[src/rtl/pc_pkg.sv]
// Shared types for the program-counter sequencer:
// FSM state encoding, next-PC source select and default width.
package pc_pkg;

    localparam int PC_W_DEF = 8;

    typedef enum logic {
        RUN,
        HALT
    } state_e;

    typedef enum logic [1:0] {
        HOLD,
        RAS,
        TARGET,
        SEQ
    } pc_src_e;

endpackage

[src/rtl/pc_ras.sv]
// Circular return-address stack; a push when full overwrites the
// oldest entry, a pop when empty is ignored and flagged.
module pc_ras
    import pc_pkg::*;
#(
    parameter int W     = PC_W_DEF,
    parameter int DEPTH = 4
) (
    input  logic         clk,
    input  logic         rst_n,
    input  logic         push,
    input  logic         pop,
    input  logic [W-1:0] din,
    output logic [W-1:0] top,
    output logic         empty,
    output logic         full,
    output logic         ovf,
    output logic         unf
);

    localparam int AW = $clog2(DEPTH);
    localparam logic [AW-1:0] ONE  = 1;
    localparam logic [AW:0]   CMAX = (AW+1)'(DEPTH);

    logic [W-1:0]  mem_q [DEPTH];
    logic [AW-1:0] ptr_q;
    logic [AW:0]   cnt_q;

    assign empty = (cnt_q == '0);
    assign full  = (cnt_q == CMAX);
    assign top   = mem_q[ptr_q - ONE];
    assign ovf   = push & full;
    assign unf   = pop & empty;

    // ptr_q always names the next free slot, so a full push lands on the oldest
    always_ff @(negedge clk or negedge rst_n) begin
        if (!rst_n) begin
            ptr_q <= '0;
            cnt_q <= '0;
            for (int i = 0; i < DEPTH; i++) begin
                mem_q[i] <= '0;
            end
        end else if (push) begin
            mem_q[ptr_q] <= din;
            ptr_q        <= ptr_q + ONE;
            if (!full) begin
                cnt_q <= cnt_q + 1'b1;
            end
        end else if (pop && !empty) begin
            ptr_q <= ptr_q - ONE;
            cnt_q <= cnt_q - 1'b1;
        end
    end

endmodule

[src/rtl/pc_sequencer.sv]
// Program-counter unit: halt/resume FSM, stall, branch and
// call/return through an internal return-address stack.
module pc_sequencer
    import pc_pkg::*;
#(
    parameter int              PC_W      = PC_W_DEF,
    parameter int              PC_INC    = 1,
    parameter int              RAS_DEPTH = 4,
    parameter logic [PC_W-1:0] RST_VEC   = '0
) (
    input  logic            Clk,
    input  logic            Reset,
    input  logic            Stall,
    input  logic            Branch,
    input  logic            Call,
    input  logic            Ret,
    input  logic [PC_W-1:0] Target,
    input  logic            Halt,
    input  logic            Resume,
    output logic [PC_W-1:0] PC,
    output logic            Halted,
    output logic            Ras_Empty,
    output logic            Ras_Full,
    output logic            Ras_Err
);

    state_e          state_q, state_d;
    pc_src_e         src;
    logic [PC_W-1:0] pc_q, pc_d, seq, top;
    logic            err_q, err_d;
    logic            push, pop, empty, full, ovf, unf;

    assign seq = pc_q + PC_W'(PC_INC);

    pc_ras #(
        .W     (PC_W),
        .DEPTH (RAS_DEPTH)
    ) u_ras (
        .clk   (Clk),
        .rst_n (Reset),
        .push  (push),
        .pop   (pop),
        .din   (seq),
        .top   (top),
        .empty (empty),
        .full  (full),
        .ovf   (ovf),
        .unf   (unf)
    );

    // Stall > Halt > Ret > Call > Branch > sequential
    always_comb begin
        state_d = state_q;
        src     = HOLD;
        push    = 1'b0;
        pop     = 1'b0;
        unique case (state_q)
            RUN: begin
                if (!Stall) begin
                    if (Halt) begin
                        state_d = HALT;
                    end else if (Ret) begin
                        pop = 1'b1;
                        src = empty ? SEQ : RAS;
                    end else if (Call) begin
                        push = 1'b1;
                        src  = TARGET;
                    end else if (Branch) begin
                        src = TARGET;
                    end else begin
                        src = SEQ;
                    end
                end
            end
            HALT: begin
                if (Resume) begin
                    state_d = RUN;
                end
            end
            default: state_d = RUN;
        endcase
    end

    always_comb begin
        pc_d = pc_q;
        unique case (src)
            HOLD:   pc_d = pc_q;
            RAS:    pc_d = top;
            TARGET: pc_d = Target;
            SEQ:    pc_d = seq;
        endcase
    end

    assign err_d = err_q | ovf | unf;

    always_ff @(negedge Clk or negedge Reset) begin
        if (!Reset) begin
            state_q <= RUN;
            pc_q    <= RST_VEC;
            err_q   <= 1'b0;
        end else begin
            state_q <= state_d;
            pc_q    <= pc_d;
            err_q   <= err_d;
        end
    end

    assign PC        = pc_q;
    assign Halted    = (state_q == HALT);
    assign Ras_Empty = empty;
    assign Ras_Full  = full;
    assign Ras_Err   = err_q;

endmodule
[config.mk]
export PLATFORM = sky130hd
export DESIGN_NAME = pc_sequencer
export DESIGN_NICKNAME = d
export VERILOG_FILES = /design/src/rtl/pc_pkg.sv /design/src/rtl/pc_ras.sv /design/src/rtl/pc_sequencer.sv
export SDC_FILE = /design/constraint.sdc
export NUM_CORES = 1
export LEC_CHECK = 0
export CORE_AREA = 4 4 102 104
export DETAILED_ROUTE_END_ITERATION = 6
export DIE_AREA = 0 0 106 108
export PLACE_DENSITY = 0.41
export SYNTH_ARGS = -nofsm -noshare
export SYNTH_HDL_FRONTEND = slang
export SYNTH_SLANG_ARGS = --single-unit
export TNS_END_PERCENT = 5
[constraint.sdc]
create_clock -name Clk -period 3.1 [get_ports Clk]
set_clock_uncertainty 0.1 [all_clocks]
set_input_delay 0.62 -clock Clk [delete_from_list [all_inputs] [get_ports Clk]]
set_output_delay 0.62 -clock Clk [all_outputs]
set_load 0.02 [all_outputs]
==> impl_metrics.py <==
metrics = {
    "status": {
        "outcome": "finished, violations left",
        "failed_checks": "negative setup slack",
    },
    "synthesis": {
        "ys_ff_latch": 47,
        "syn_avg_cell_area_um2": 10.4,
        "synth-main-ff-cell": "dfrtn_1",
        "synth_most_common_cell": "dfrtn_1",
        "syn_nets": 248,
        "syn_inst": 226,
        "synth_top_area_cell": "dfrtn_1",
        "synthArstFlopShare": 1.00,
        "synth_warnings": 0,
        "syn_area_mm2": 0.00235,
        "synth_edf_count": 0,
        "synth_cell_type_count": 38,
        "ys_top_cells_by_area": "dfrtn_1 (50%), o21ai_0 (5.5%), nand2_1 (5.1%)",
        "ys_seq_area_frac": 0.501,
        "synthTopCellsByCount": "dfrtn_1 (47), nand2_1 (32), o21ai_0 (26), nor2_1 (15), a21oi_1 (14)",
        "synth.top_cell.area_share": 0.501,
    },
    "floorplanning": {
        "core_area_mm2": 0.00955,
        "initial_utilization": 0.246,
        "die_y_um": 108,
        "die_area_mm2": 0.0114,
        "core.rowCount": 36,
        "io_pins": 28,
        "fp.dieW_um": 106,
    },
    "setup_path": {
        "cp.arrival_ns": 2.63,
        "setup.worst_path.start_class": "flip-flop",
        "critPathRequiredTime_ns": 2.38,
        "path_class": "reg -> out",
        "critPathMaxFanout": 3,
        "end_kind": "primary output",
        "ff2ff_path_depth": 5,
    },
    "placed_design": {
        "dp_cells": 410,
        "place.gp.congestion": 0.763,
        "port_buffers": 27,
        "dp_hpwl_mm": 4.43,
    },
    "route": {
        "vias_per_cell": 4.45,
        "vias": 1883,
        "wl_per_cell_um": 14.6,
        "wirelength_mm": 6.16,
        "drc": 0,
        "ant_nets": 0,
        "first_iter_violations": 46,
        "dr.pass1.iters": 4,
    },
    "cts": {
        "clk_root_buffer_cell": "clkbuf_8",
        "postCtsHoldBufs": 0,
        "cts_made_buffers": 5,
        "htreeDepth": 2,
        "cts_tree": "built",
        "cts_buffer_depth": 2,
        "clkSinkCount": 47,
        "path_clk_slew_ns": 0.07,
        "insertion_delay_ns": 0.31,
    },
    "pwr": {
        "irDropWorstVdd_uv": 228,
        "powerDensity_mw_per_mm2": 859,
        "power.total_mw": 2.87,
        "total_leakage_power_nw": 1.45,
    },
    "timing": {
        "finalMaxSlewViolations": 0,
        "tightest_slew_ns": 0.491,
        "rsz0062_at_grt": "true",
        "finalHoldViolCount": 0,
        "layout_setup_ws_ns": -0.248,
        "whs_ns": 0.318,
        "maxSlewHeadroom": 0.671,
        "finalSetupViolCount": 44,
    },
    "final_layout": {
        "drive_gt1_frac": 0.338,
        "area_growth_syn_to_layout_pct": 42.1,
        "fillerInstances": 1004,
        "stdcell_count": 423,
        "seq_area_mm2": 0.00118,
        "layout.nets": 311,
        "multi_input_area_mm2": 0.00122,
        "post-route-util": 0.349,
        "num_antenna_cells": 0,
    },
    "worst_hold_path": {
        "hold_depth": 2,
        "min_path_type": "reg -> reg",
    },
    "global_route": {
        "grt_pass1_vias": 2102,
        "grt.overflow.total": 0,
        "antenna_found_initial": 0,
        "grt_max_degree": 48,
        "track_usage": 0.121,
        "grt_pass1_wl_mm": 10.9,
    },
    "flow_run": {
        "cap_violations": 0,
    },
}
## per-layer routing
metal  part of all wire  global-route usage  up-vias
met5                  0                   0        -
met4              0.015              0.0361        0
met2               0.48               0.201       25
met3              0.028              0.0197        5
li1                   -                   -      943
met1               0.48               0.162      910
## logic make-up after synthesis
logic type               Yosys count  share of synthesized area
buffers and inverters             17                     0.0352
adder cells (fa/ha/maj)            6                     0.0352
AO/OA/AOI/OAI                     69                      0.172
multiplexers                      14                      0.110
flip-flops                        47                      0.501
AND/OR/NAND/NOR                   68                      0.128
XOR/XNOR                           5                     0.0187
## worst paths after layout
| path | slack (ns) | to | startpoint |
|---|---|---|---|
| setup / recovery | -0.25 | Ras_Full | u_ras.cnt_q[0] |
| hold / removal | 0.32 | u_ras.mem_q[27] | u_ras.mem_q[27] |
| setup reg to reg | 0.92 | PC[5] | u_ras.ptr_q[1] |
| hold reg to reg | 0.32 | u_ras.mem_q[27] | u_ras.mem_q[27] |
| max in group asynchronous | 1.02 | u_ras.ptr_q[0] | Reset |
| min in group asynchronous | 1.61 | PC[6] | Reset |
## worst max-delay path, stage by stage, from the launching register on
cell     delay [ns]
dfrtn_1        0.37
nor2_2         0.14
and2_4         0.15
buf_6          0.11
## final cells by class
cell class              instances  share of cell area
flip-flops and latches         47               0.353
well taps                     133              0.0499
clock buffers                   5              0.0206
multi-input cells             162               0.365
repair buffers                 68               0.192
inverters                       5             0.00563
clock inverters                 3              0.0139
## report_power, final
part	switching, mW	internal, mW	total [mW]	leakage [nW]
combinational	0.698	0.668	1.37	0.799
sequential	0.136	0.880	1.02	0.596
clock	0.241	0.244	0.485	0.0548
## state kept, by name, indices dropped and copies added, names as in the netlist
register,cells
u_ras.mem_q,32
PC,8
u_ras.cnt_q,3
u_ras.ptr_q,2
Halted,1
Ras_Err,1
## cell usage in the layout, fill, tap and decap left out, drive strengths merged, types with 2 or more instances in the layout
cell type and instances:
a221oi 6, mux2 5, o21a 3, o21ai 36, nor3 7, ha 5, xnor2 3, nand3 7
buf 58, dfrtn 47, a22oi 2, a21oi 14, mux4 8, clkdlybuf4s50 9, nor2 15, inv 6
a31oi 2, xor2 2, nand2 32, nand2b 3, clkbuf 5
## repair_timing
| item | 4_1_cts | 5_1_grt |
|---|---|---|
| gates resized for setup | 120 | 6 |
| buffers inserted | 2 | 3 |
| pin swaps | 10 | 2 |
| endpoints found under the setup margin | 58 | 53 |
## per-stage QoR
stage | setup WS [ns] | area (um^2) | setup TNS, ns
after global routing | -0.287 | 3330 | -4.87
after floorplan | -0.455 | 2370 | -4.07
after global placement | -0.908 | 3030 | -38.97
after CTS | -0.250 | 3300 | -1.32
final | -0.248 | 3330 | -2.40
after detailed placement | -0.921 | 3030 | -38.71
No activity file was read; power rests on OpenSTA's default activity.
